**src/rtl/alu_pkg.sv**
```systemverilog
// Shared ALU definitions: operation codes, default width and the serial ALU state encoding.
package alu_pkg;

  localparam int ALU_WIDTH = 32;

  localparam logic [2:0] ALUOP_AND = 3'b000;
  localparam logic [2:0] ALUOP_OR  = 3'b001;
  localparam logic [2:0] ALUOP_ADD = 3'b010;
  localparam logic [2:0] ALUOP_SUB = 3'b110;
  localparam logic [2:0] ALUOP_SLT = 3'b111;

  typedef enum logic [1:0] {
    IDLE   = 2'd0,
    RUN    = 2'd1,
    SLTFIX = 2'd2,
    DONE   = 2'd3
  } serial_alu_state_t;

  // Ops that route the adder leg and advance the carry chain.
  function automatic logic is_arith(input logic [2:0] op);
    return (op == ALUOP_ADD) || (op == ALUOP_SUB) || (op == ALUOP_SLT);
  endfunction

  // Ops whose carry-out and overflow are reported on the flags.
  function automatic logic reports_carry(input logic [2:0] op);
    return (op == ALUOP_ADD) || (op == ALUOP_SUB);
  endfunction

endpackage

```
**src/rtl/serial_alu_slice.sv**
```systemverilog
// One-bit ALU cell: optional B inversion, AND/OR legs and a full adder.
module serial_alu_slice (
  input  logic a_i,
  input  logic b_i,
  input  logic invert,
  input  logic carry_in,
  output logic and_o,
  output logic or_o,
  output logic sum_o,
  output logic carry_o
);

  logic w_b;

  assign w_b     = b_i ^ invert;
  assign and_o   = a_i & w_b;
  assign or_o    = a_i | w_b;
  assign sum_o   = a_i ^ w_b ^ carry_in;
  assign carry_o = (a_i & w_b) | (a_i & carry_in) | (w_b & carry_in);

endmodule

```
**src/rtl/alu32_serial.sv**
```systemverilog
// Bit-serial ALU: one bit per clock, LSB first, through a single slice with a registered carry.
module alu32_serial
  import alu_pkg::*;
#(
  parameter int WIDTH = ALU_WIDTH
) (
  input  logic             clk,
  input  logic             rst_n,
  input  logic             start,
  input  logic [WIDTH-1:0] a,
  input  logic [WIDTH-1:0] b,
  input  logic [2:0]       aluop,
  output logic             busy,
  output logic             done,
  output logic [WIDTH-1:0] result,
  output logic             zero,
  output logic             cout,
  output logic             overflow
);

  localparam int              CNT_W    = (WIDTH > 2) ? $clog2(WIDTH) : 1;
  localparam logic [CNT_W-1:0] CNT_LAST = CNT_W'(WIDTH - 1);

  serial_alu_state_t r_state;
  logic [WIDTH-1:0]  r_a;
  logic [WIDTH-1:0]  r_b;
  logic [2:0]        r_op;
  logic              r_carry;
  logic [CNT_W-1:0]  r_cnt;
  logic              r_ovf_int;
  logic [WIDTH-1:0]  r_result;
  logic              r_busy;
  logic              r_done;
  logic              r_zero;
  logic              r_cout;
  logic              r_overflow;

  logic             w_and;
  logic             w_or;
  logic             w_sum;
  logic             w_carry;
  logic             w_bit;
  logic [WIDTH-1:0] w_res_shift;
  logic             w_slt_bit;

  serial_alu_slice u_slice (
    .a_i      (r_a[0]),
    .b_i      (r_b[0]),
    .invert   (r_op[2]),
    .carry_in (r_carry),
    .and_o    (w_and),
    .or_o     (w_or),
    .sum_o    (w_sum),
    .carry_o  (w_carry)
  );

  // Leg select; unknown opcodes shift in zeros so the result ends up 0.
  always_comb begin
    w_bit = 1'b0;
    case (r_op)
      ALUOP_AND: w_bit = w_and;
      ALUOP_OR:  w_bit = w_or;
      ALUOP_ADD,
      ALUOP_SUB,
      ALUOP_SLT: w_bit = w_sum;
      default:   w_bit = 1'b0;
    endcase
  end

  assign w_res_shift = {w_bit, r_result[WIDTH-1:1]};
  // After RUN the MSB of the result holds the sign of a-b for SLT.
  assign w_slt_bit   = r_result[WIDTH-1] ^ r_ovf_int;

  // Sequencer, datapath registers and flag capture.
  always_ff @(posedge clk) begin
    if (!rst_n) begin
      r_state    <= IDLE;
      r_a        <= '0;
      r_b        <= '0;
      r_op       <= 3'b000;
      r_carry    <= 1'b0;
      r_cnt      <= '0;
      r_ovf_int  <= 1'b0;
      r_result   <= '0;
      r_busy     <= 1'b0;
      r_done     <= 1'b0;
      r_zero     <= 1'b0;
      r_cout     <= 1'b0;
      r_overflow <= 1'b0;
    end else begin
      case (r_state)
        IDLE: begin
          r_done <= 1'b0;
          if (start) begin
            r_a     <= a;
            r_b     <= b;
            r_op    <= aluop;
            r_carry <= aluop[2];
            r_cnt   <= '0;
            r_busy  <= 1'b1;
            r_state <= RUN;
          end
        end
        RUN: begin
          r_a      <= r_a >> 1;
          r_b      <= r_b >> 1;
          r_result <= w_res_shift;
          r_cnt    <= r_cnt + CNT_W'(1);
          if (is_arith(r_op)) begin
            r_carry <= w_carry;
          end
          if (r_cnt == CNT_LAST) begin
            r_ovf_int <= r_carry ^ w_carry;
            if (r_op == ALUOP_SLT) begin
              r_state <= SLTFIX;
            end else begin
              r_state    <= DONE;
              r_done     <= 1'b1;
              r_zero     <= (w_res_shift == '0);
              r_cout     <= reports_carry(r_op) & w_carry;
              r_overflow <= reports_carry(r_op) & (r_carry ^ w_carry);
            end
          end
        end
        SLTFIX: begin
          r_result   <= {{(WIDTH-1){1'b0}}, w_slt_bit};
          r_zero     <= ~w_slt_bit;
          r_cout     <= 1'b0;
          r_overflow <= 1'b0;
          r_done     <= 1'b1;
          r_state    <= DONE;
        end
        DONE: begin
          r_done  <= 1'b0;
          r_busy  <= 1'b0;
          r_state <= IDLE;
        end
        default: begin
          r_done  <= 1'b0;
          r_busy  <= 1'b0;
          r_state <= IDLE;
        end
      endcase
    end
  end

  assign busy     = r_busy;
  assign done     = r_done;
  assign result   = r_result;
  assign zero     = r_zero;
  assign cout     = r_cout;
  assign overflow = r_overflow;

endmodule
```
**config.mk**
```make
export PLATFORM = sky130hd
export DESIGN_NAME = alu32_serial
export DESIGN_NICKNAME = d
export VERILOG_FILES = /design/src/rtl/alu_pkg.sv /design/src/rtl/serial_alu_slice.sv /design/src/rtl/alu32_serial.sv
export SDC_FILE = /design/constraint.sdc
export NUM_CORES = 1
export LEC_CHECK = 0
export ABC_AREA = 1
export BUFFER_PORTS_ARGS = -buffer_cell sky130_fd_sc_hd__buf_2
export CAP_MARGIN = 20
export CORE_MARGIN = 4
export CORE_UTILIZATION = 30
export CTS_CLUSTER_DIAMETER = 100
export DETAILED_ROUTE_END_ITERATION = 8
export PLACE_DENSITY_LB_ADDON = 0.2
export RECOVER_POWER = 100
export SYNTH_ARGS = -nofsm -noshare
export SYNTH_HDL_FRONTEND = slang
export SYNTH_SLANG_ARGS = --single-unit
```
**constraint.sdc**
```tcl
create_clock -name clk -period 3.6 [get_ports clk]
set_input_delay 0.36 -clock clk [delete_from_list [all_inputs] [get_ports clk]]
set_output_delay 0.36 -clock clk [all_outputs]
set_load 0.005 [all_outputs]
```
* After elaboration in Yosys (flattened, before gate mapping) *
Index checks and enable logic that the tools add are counted.

word-level totals
  memories = 0
  logic and storage cells = 87
  latch bits = 0
  bits in writable memories = 0
  bits in read-only memories = 0
  register bits = 113

operators by class
  div/mod/pow operators = 0
  reduce and logical (&&, ||, !) cells = 18
  equality and inequality tests = 12
  multiply operators = 0
  bitwise logic cells = 14
  add/sub/neg operators = 1
  shift operators = 0
  order comparisons = 0
  multiplexer cells = 29

operator list
  cell                 number
  $pmux 32 s2          3
  $mux 32              2
  $logic_not 32->1     1
  $mux 1               12
  $reduce_and 2->1     6
  $pmux 1 s2           5
  $pmux 5 s2           1
  $ne 2x2->1 const B   4
  $pmux 2 s4           1
  $eq 3x3->1 const B   2
  $pmux 1 s3           2
  $reduce_and 3->1     2
  $reduce_bool 2->1    3
  $add 5x1->5 const B  1
  $and 1x1->1          5
  $eq 5x5->1 const B   1
  $mux 5               1
  $xor 1x1->1          5
  $eq 2x2->1 const B   2
  $mux 2               2
  $eq 3x1->1 const B   1
  $eq 3x2->1 const B   1
  $logic_not 3->1      1
  $or 1x1->1           3
  6 further kinds      7

* Logic depth before layout (Yosys ltp) *
Gate-level depths: netlist of run 1.

  depth in word-level cells = 9
  mapped depth = 10
  gate-level depth less buffers = 10

* By module *
From an unflattened synthesis of run 1, not the netlist that was laid out.

second synthesis, totals
  cells, all modules = 666
  area, all modules = 4830.9 um^2

modules (own cells, without submodules)
  module            cells an instance  area an instance (um^2)  instances
  alu32_serial      650                4737.0                   1
  serial_alu_slice  16                 93.8                     1

* Least setup slack after synthesis of run 1 *
OpenSTA, ideal clock, no wires.

  kind = register -> register
  from = register r_cnt[0]
  to = register r_overflow, in the netlist overflow
  slack = 2.072 ns
  data required time = 3.468 ns
  period minus slack after synthesis = 1.528 ns
  data arrival time = 1.395 ns
  stages on the path, launching flop included = 9
  cell sequence = dfxtp_1 ha_1 inv_1 nor3_1 ha_1 or2_1 nand3_1 nand3b_1 a21oi_1

between the ends
  longest elaborated chain between the ends = 3

RTL lines
  item                               RTL line             source
  start: declaration                 alu32_serial.sv:29   logic [CNT_W-1:0] r_cnt;
  start signal: assignment           alu32_serial.sv:108  r_cnt <= r_cnt + CNT_W'(1);
  $eq 5x5->1                         alu32_serial.sv:112  if (r_cnt == CNT_LAST) begin
  $ne 2x2->1 (no source line)        --
  $reduce_and 3->1 (no source line)  --
  end signal: assignment             alu32_serial.sv:121  r_overflow <= reports_carry(r_op) & (r_carry ^ w_carry);
  end: declaration                   alu32_serial.sv:36   logic r_overflow;

No other way between the ends.
A chain may end at the register's enable or synchronous reset.

* Final worst setup path of run 1 *
  from = register r_state[1]
  to = register r_overflow, in the netlist overflow

between the ends
  longest elaborated chain between the ends = 3
  elaborated cells on any way between the ends = 7
  classes of those cells = eq/ne (4); mux (1); reduce/logical (2)

RTL lines
  item                                                                     RTL line             source
  start: declaration                                                       alu32_serial.sv:24   serial_alu_state_t r_state;
  start signal: assignment                                                 alu32_serial.sv:77   r_state <= IDLE;
  start signal: assignment                                                 alu32_serial.sv:101  r_state <= RUN;
  start signal: assignment                                                 alu32_serial.sv:115  r_state <= SLTFIX;
  $eq 2x1->1 / $eq 2x2->1 (equally long branches)                          alu32_serial.sv:91   case (r_state)
  $ne 2x2->1 (no source line) / $reduce_bool 2->1 (equally long branches)  --
  $reduce_and 3->1 (no source line)                                        --

Parallel ways exist; a longest one is shown, timed or not.

==> metrics.txt, run 1 <==
clk_skew=10.13 ps; first-pass GRT wire length=around 20000 um; Core Rows=46; Mapped Area=4812 sq um; TritonCTS clock tree=done; initial antenna violation count=0; pwr/cell area=approximately 840 nW/um^2; GP Congestion=0.8030; register area share after synthesis=0.4701; layout cells sized above 1=0.1625; worst IR drop on VDD=between 300 and 400 uV; GR Overflow Total=0; CTS Buffer Depth=2; RSZ-0062 raised after global routing=no; Core ar.=roughly 16000 sq um; via density per instance=about 4.7; LEAKAGE=2.473 nW; P_sw=1.820 mW; CTS root buffer=clkbuf_16; Die H=134.7 um; wire per inst=12.74 um; TritonCTS Buffers=17; r2r worst-path depth=8; reg2reg start=r_state[1]$_SDFFE_PN0P_; most frequent cells in the layout=nand2_1, dfxtp_1, buf_2; Hold Crit Start=b[7]; Hold Path Stages=3; sequential fraction of design power=0.352; CTS sink cnt=around 110; count of buffers from port buffering=106; starting density of the core=0.3040; Hold Crit Class=in2reg; syn nets=between 700 and 800; Placed Cells=936; Setup TNS Final=0 ps; CP Capture Type=register; CP required=3940 ps; clock share of power=0.352; cts-stage hold buffer count=0; maximum fanout along the worst path=68; Setup crit start=r_state[1]$_SDFFE_PN0P_; # diodes=0; Routed Antenna Nets=0; post-synthesis cell count=between 600 and 700; status=complete, no violations; total number of vias=4592; register area=approximately 2300 sq um; fin nets=818; Detailed Route WL=12320 um; multi-input logic area=2227 sq um; Max-Cap Viols=0; max-slew violations=0; Max Clock Freq=about 360 MHz; combinational power share=0.297; vias in the first global route=about 4200; Final Instance Count excl. Fillers=about 970; die area=18130 sq um; commonest non-fill, non-tap cell in the layout=nand2_1; Int Pwr=3.257 mW; Synth Register Bits=113; Layout fillers=1696; Total GRT Usage=0.1381; syn avg cell area=7.347 sq um; critical path type=reg2reg; Die Wd=134.7 um; largest net degree at the start of global routing=between 70 and 80; Final setup viols=0; post-layout power=between 5 and 6 mW; Worst Setup Start Kind=register; relative slew slack=0.04789; H-tree depth=4; DR pass1 iterations=5; min Tclk post-route=2760 ps; IO Pins=107; Final period util=0.7666; clock latency on the worst-skew pair=420 ps; Yosys top cell area share=0.4701; Syn. warnings=0; Post-CTS Setup Repair Bufs=0; ranking of synthesized cells by area=dfxtp_1, nand2_1, a31oi_1, a21oi_1, o21ai_0; clock slew at reported path FFs=50 ps; leading area contributor after synthesis=dfxtp_1; detailed router's first-iteration violation count=272; Resized cells post-CTS=0; WP data arrival=3100 ps; area delta synth->final=25.04%; Worst-Margin Slew=about 1400 ps; DRC viols=0; sw frac=0.3585; number of distinct library cells after synthesis=25; hold violation count in the final report=0; DPL Wire Length=roughly 7900 um
[metal layers]
layer  share of wire  GRT usage
met1            0.49     0.1845
met4           0.016    0.05204
met2            0.43     0.2029
met5               0          0
met3           0.071    0.05216
[cells by family after synthesis]
kind of cell | synth area share
XOR/XNOR | 0.003641
AND/OR/NAND/NOR | 0.2163
AO/OA/AOI/OAI | 0.2179
buffers and inverters | 0.06708
adder cells (fa/ha/maj) | 0.02496
flip-flops | 0.4701
[synthesized netlist by cell type]
library cell	n
buf_2	15
a21oi_1	52
a211oi_1	1
dfxtp_1	113
a311oi_1	1
fa_1	1
inv_2	2
nand3_1	9
a31oi_1	62
nor2_1	28
o21ai_0	39
xor2_1	1
xnor2_1	1
o21ai_2	1
or2_1	2
nand3b_1	1
inv_1	21
clkbuf_1	26
nand2_1	222
buf_6	5
ha_1	8
nand4_1	2
buf_4	1
nor3_1	5
o21ai_1	36
[state kept, by name, indices dropped and copies added, names as in the netlist, 2 cells and up]
| name | count |
|---|---|
| r_state | 2 |
| r_op | 3 |
| result | 32 |
| r_b | 32 |
| r_cnt | 5 |
| r_a | 32 |
[final timing paths]
kind	endpoint	slack (ps)
worst max-delay path	overflow$_SDFFE_PN0P_	840
worst min-delay path	r_b[7]$_SDFFE_PN0P_	210
worst min register to register	done$_SDFFE_PN0P_	460
worst max register to register	overflow$_SDFFE_PN0P_	840
[final cells by class]
cell class / instances / share of cell area
Sequential cell: 113 / 0.3760
Multi-Input combinational cell: 472 / 0.3701
Timing Repair Buffer: 112 / 0.09025
Clock buffer: 21 / 0.07819
Tap cell: 216 / 0.04492
Clock inverter: 10 / 0.02620
Inverter: 23 / 0.01435
[through the flow]
step                hold WS, ps    util  setup slack, ps  area (sq um)
floorplan                 439.9       -             2072          4812
global placement          452.9  0.3432             1330          5431
detailed placement        452.1  0.3432             1232          5431
CTS                       185.2  0.3828             1220          6060
global route              190.3  0.3802            532.6          6017
finish                    207.4  0.3802            840.1          6017
[worst max-delay path, cell delays in order (launching register included)]
cell,delay [ps]
dfxtp_1,360
inv_1,100
ha_1,210
inv_1,90
clkbuf_2,990
or2_0,350
nand3_1,210
nand3b_1,230
a21oi_1,140
[power by group through the flow]
stage	clock network, mW	registers (mW)	logic [mW]
after floorplan	0	1.77	1.29
after global placement	0	1.80	1.51
after detailed placement	0	1.81	1.54
after CTS	1.83	1.79	1.55
after global routing	1.89	1.83	1.74
final	1.79	1.79	1.51
Note: power is estimated with default switching activity, not from simulation.
==> run 2: changes to the inputs <==
==> constraint.sdc (replaced) <==
create_clock -name clk -period 2.5 [get_ports clk]
set_input_delay 0.25 -clock clk [delete_from_list [all_inputs] [get_ports clk]]
set_output_delay 0.25 -clock clk [all_outputs]
set_load 0.005 [all_outputs]
==> run 2 against run 1 <==
Worst setup slack lost 400 ps. Register-to-register slack worse by 400 ps. Count of clock-buffer cells in the layout grew 4. Core utilization unchanged. Sequential power rose by 44%. Clock skew is 2.4 ps lower. Largest power group unchanged. Critical path depth decreased by 1.
==> metrics.txt, run 2 (same netlist as run 1, synthesis figures left out) <==
status=complete, no violations; Hold Crit Class=in2reg; Resized cells post-CTS=0 (unchanged); reg2reg start=r_state[1]$_SDFFE_PN0P_; DRC viols=0 (unchanged); Max Clock Freq=484.6 MHz (+34%); via density per instance=4.765 (+0.34%); worst IR drop on VDD=495.3 uV (+32%); Hold Crit Start=b[9]; clock latency on the worst-skew pair=400 ps (-20 ps); Cell Area, Placed=5479 sq um (+0.88%); LEAKAGE=2.470 nW (-0.15%); Die Wd=134.7 um (unchanged); GR Overflow Total=0 (unchanged); max incr delay on CP=500 ps (-490 ps); total number of vias=4617 (+0.54%); family with the most delay on the worst path=buffers and inverters; Setup crit start=r_state[1]$_SDFFE_PN0P_; TritonCTS Buffers=17 (unchanged); area delta synth->final=25.04% (unchanged); CTS sink cnt=113 (unchanged); pwr/cell area=1184 nW/um^2 (+40%); Routed Antenna Nets=0 (unchanged); Post-CTS Setup Repair Bufs=0 (unchanged); critical path type=reg2reg; first-pass GRT wire length=20530 um (+1.4%); Int Pwr=4.549 mW (+40%); sequential fraction of design power=0.362 (+0.010); maximum fanout along the worst path=55 (-19%); most frequent cells in the layout=nand2_1, dfxtp_1, buf_2; min Tclk post-route=2064 ps (-696.3 ps); Buf/Inv on CP=2 (-1); IO Pins=107 (unchanged); stages on the worst setup path=7 (-1); clock slew at reported path FFs=50 ps (about the same); CTS Buffer Depth=2 (unchanged); initial antenna violation count=0 (unchanged); DPL Wire Length=8122 um (+3.0%); Finished Core Util=0.3802 (unchanged); Hold Path Stages=3 (unchanged); Die H=134.7 um (unchanged); cts-stage hold buffer count=0 (unchanged); post-route cell area=6017 sq um (unchanged); clock share of power=0.326 (-0.026); r2r worst-path depth=7 (-1); Max-Cap Viols=0 (unchanged); CP Capture Type=register; vias in the first global route=4380 (+3.9%); RSZ-0062 raised after global routing=no; Core Rows=46 (unchanged); Total GRT Usage=0.1379 (-0.0002711); wire per inst=12.64 um (-0.77%); CP required=2820 ps (-1120 ps); fin nets=821 (+0.37%); commonest non-fill, non-tap cell in the layout=nand2_1; detailed router's first-iteration violation count=216 (-21%); Worst-Margin Slew=636.6 ps (-791.6 ps); Final period util=0.8254 (+0.05879); DR pass1 iterations=5 (unchanged); Worst Setup Start Kind=register; Slowest-stage cell, CP=clkbuf_4; CTS root buffer=clkbuf_16; hold violation count in the final report=0 (unchanged); layout cells sized above 1=0.1620 (-0.0004315); relative slew slack=0.5756 (+0.5277); largest net degree at the start of global routing=72 (unchanged); starting density of the core=0.3040 (unchanged); combinational power share=0.311 (+0.014); P_sw=2.574 mW (+41%); Core ar.=15830 sq um (unchanged); Detailed Route WL=12250 um (-0.56%); TritonCTS clock tree=done; WP data arrival=2390 ps (-710 ps); post-layout power=7.123 mW (+40%); count of buffers from port buffering=106 (unchanged); Setup TNS Final=0 ps (unchanged); sw frac=0.3614 (+0.002901); Final setup viols=0 (unchanged); H-tree depth=4 (unchanged); clk_skew=7.737 ps (-2.394 ps); # diodes=0 (unchanged); die area=18130 sq um (unchanged); max-slew violations=0 (unchanged); Critical Path, Cell by Cell=inv_1 > ha_1 > nand2_1 > o21ai_4 > clkbuf_4 > o21ai_0 > a31oi_1; GP Congestion=0.8008 (-0.27%)
-- run 2: cell types whose count changed in the layout (fill, tap and decap cells not counted), sizes merged --
cell,before,now
bufinv,4,2
clkbuf,45,49
buf,88,91
clkinvlp,0,1
clkinv,6,3
inv,23,22
-- run 2: worst paths after layout --
kind / endpoint / slack (ps)
worst min-delay path: r_b[9]$_SDFFE_PN0P_ / 110
worst max-delay path: r_a[28]$_SDFFE_PN0P_ / 440
worst max register to register: r_a[28]$_SDFFE_PN0P_ / 440
worst min register to register: r_cnt[4]$_SDFFE_PN0P_ / 470
-- run 2: worst reg2reg max path: cells and delay by family, from the launching register on --
kind / cells / cell delay (ps)
AND/OR/NAND/NOR: 1 / 250
buffers and inverters: 2 / 620
adder cells (fa/ha/maj): 1 / 260
AO/OA/AOI/OAI: 3 / 530
flip-flops: 1 / 330
-- run 2: per-layer routing --
metal,share of wire,wire [um],vias to the layer above,global-route usage
met3,0.058,707,12,0.04173
met5,0,0,-,0
li1,-,-,2371,-
met1,0.48,5873,2096,0.1844
met4,0.013,155,0,0.04242
met2,0.45,5514,138,0.2146
-- run 2: cell type report --
class | instances | area, sq um
Clock buffer | 25 | 495.5
Sequential cell | 113 | 2262
Tap cell | 216 | 270.3
Fill cell | 1652 | 9811
Clock inverter | 5 | 77.57
Multi-Input combinational cell | 472 | 2235
Timing Repair Buffer | 115 | 590.6
Inverter | 23 | 86.33
-- run 2: through the flow --
stage	std cells	worst slack, ps	hold WS (ps)
final	969	436.4	111.7
after detailed placement	939	502.6	457.6
after CTS	969	468.1	93.47
after global placement	939	629.9	453.8
after floorplan	655	972.3	409.8
after global routing	969	203.3	110.2
-- run 2: power by group through the flow --
stage / Clock (mW) / Combinational [mW] / Sequential, mW
6_report: 2.32 / 2.22 / 2.58
5_1_grt: 2.48 / 2.57 / 2.65
4_1_cts: 2.39 / 2.33 / 2.59
3_5_place_dp: 0 / 2.31 / 2.61
3_3_place_gp: 0 / 2.26 / 2.61
2_1_floorplan: 0 / 1.86 / 2.55
==> run 3: changes to the inputs <==
==> constraint.sdc (replaced) <==
create_clock -name clk -period 1.9 [get_ports clk]
set_input_delay 0.19 -clock clk [delete_from_list [all_inputs] [get_ports clk]]
set_output_delay 0.19 -clock clk [all_outputs]
set_load 0.005 [all_outputs]
==> run 3 against run 2 <==
First-iteration DRC count grew 23%. Hold slack lost 72 ps. Highest routed layer unchanged. Routed wire length grew 2.0%. Core utilization grew 0.89 points. Sequential share of layout area shrank 0.86 points. Design area grew 2.3%.
==> metrics.txt, run 3 (same netlist as run 1, synthesis figures left out) <==
commonest non-fill, non-tap cell in the layout=nand2_1; most frequent cells in the layout=nand2_1, dfxtp_1, buf_2; critical path type=reg2reg; starting density of the core=0.3040 (unchanged); Cell Area, Placed=5524 sq um (+0.82%); CTS root buffer=clkbuf_16; clock latency on the worst-skew pair=410 ps (about the same); Setup WS pre-CTS=125.2 ps (-377.5 ps); layout cells sized above 1=0.1840 (+0.02195); die area=18130 sq um (unchanged); hold violation count in the final report=0 (unchanged); worst IR drop on VDD=767.2 uV (+55%); DPL Wire Length=8535 um (+5.1%); Final Instance Count excl. Fillers=977 (+0.83%); post-layout power=9.950 mW (+40%); RSZ-0062 raised after global routing=no; CP Capture Type=register; TritonCTS Buffers=17 (unchanged); count of buffers from port buffering=106 (unchanged); initial antenna violation count=0 (unchanged); DRC viols=0 (unchanged); TritonCTS clock tree=done; Final period util=0.9105 (+0.08508); status=complete, no violations; cts-stage hold buffer count=0 (unchanged); GP Congestion=0.7750 (-3.2%); area delta synth->final=27.95%; post-route cell area=6157 sq um (+2.3%); relative slew slack=0.6869 (+0.1112); Core ar.=15830 sq um (unchanged); CP required=2190 ps (-630 ps); Post-CTS Setup Repair Bufs=0 (unchanged); # diodes=0 (unchanged); IO Pins=107 (unchanged); WHS=40.13 ps (-71.59 ps); via density per instance=4.719 (-0.97%); Worst-Margin Slew=469.7 ps (-166.9 ps); Total GRT Usage=0.1376 (-0.0002410); clock slew at reported path FFs=50 ps (about the same); Setup TNS Final=0 ps (unchanged); Hold Crit Class=in2reg; Final setup viols=0 (unchanged); fin nets=827 (+0.73%); H-tree depth=4 (unchanged); wire per inst=12.79 um (+1.2%); vias in the first global route=4314 (-1.5%); Max-Cap Viols=0 (unchanged); Max Clock Freq=578.0 MHz (+19%); Finished Core Util=0.3890 (+0.008854); Worst Setup Start Kind=register; Detailed Route WL=12500 um (+2.0%); Placed Cells=945 (+0.64%); Die Wd=134.7 um (unchanged); CTS sink cnt=113 (unchanged); first-pass GRT wire length=20400 um (-0.64%); WP data arrival=2020 ps (-370 ps); maximum fanout along the worst path=5 (-91%); Core Rows=46 (unchanged); Routed Antenna Nets=0 (unchanged); clk_skew=5.810 ps (-1.926 ps); pwr/cell area=1616 nW/um^2 (+37%); Die H=134.7 um (unchanged); LEAKAGE=2.553 nW (+3.4%); min Tclk post-route=1730 ps (-333.6 ps); Reg2Reg Setup Slack=170 ps (-270 ps); final setup margin=170.0 ps (-266.4 ps); largest net degree at the start of global routing=59 (-18%); detailed router's first-iteration violation count=266 (+23%); GR Overflow Total=0 (unchanged); Resized cells post-CTS=0 (unchanged); Layout fillers=1660 (+0.48%); DR pass1 iterations=5 (unchanged); total number of vias=4610 (-0.15%); CTS Buffer Depth=2 (unchanged); max-slew violations=0 (unchanged)
run 3: cell types whose count changed in the layout (fill, tap and decap cells not counted), moves of 2 or more:
cell       change
o21ai_0       -11
o21ai_1       +11
clkbuf_1       -8
buf_4          +6
buf_2          +3
clkbuf_2       -3
clkbuf_4       +3
bufinv_16      +2
clkbuf_8       +2
run 3: critical path: stages (launching register included):
cell     delay (ps)
dfxtp_1         370
ha_1            180
inv_1            50
nor3_1          140
ha_1            230
or2_1           210
nand2_1         130
o21ai_0         220
a21oi_1          70
run 3: final cells by class:
type,count,area [sq um],area share
Sequential cell,113,2262,0.3674
Timing Repair Buffer,121,638.1,0.1036
Tap cell,216,270.3,0.04389
Multi-Input combinational cell,472,2242,0.3642
Inverter,23,86.33,0.01402
Clock buffer,23,508.0,0.08250
Clock inverter,9,150.1,0.02439
run 3: worst paths after layout:
path,from,end,depth (start not counted)
min reg2reg,r_a[31]$_SDFFE_PN0P_,r_a[31]$_SDFFE_PN0P_,2
max reg2reg,r_cnt[0]$_SDFFE_PN0P_,r_state[1]$_SDFFE_PN0P_,8
min,b[28],r_b[28]$_SDFFE_PN0P_,3
max,r_cnt[0]$_SDFFE_PN0P_,r_state[1]$_SDFFE_PN0P_,8
run 3: report_power, final:
group          total, mW  leakage [nW]  internal [mW]  switching (mW)
clock               3.49         0.321           2.40            1.10
sequential          3.40         0.927           3.04           0.363
combinational       3.06          1.30          0.997            2.06
total               9.95          2.55           6.43            3.52
run 3: routing by layer:
| metal | part of all wire | global-route usage | vias to the layer above |
|---|---|---|---|
| li1 | - | - | 2396 |
| met2 | 0.45 | 0.2129 | 108 |
| met4 | 0.017 | 0.05600 | 0 |
| met1 | 0.48 | 0.1789 | 2090 |
| met3 | 0.057 | 0.04247 | 16 |
| met5 | 0 | 0 | - |
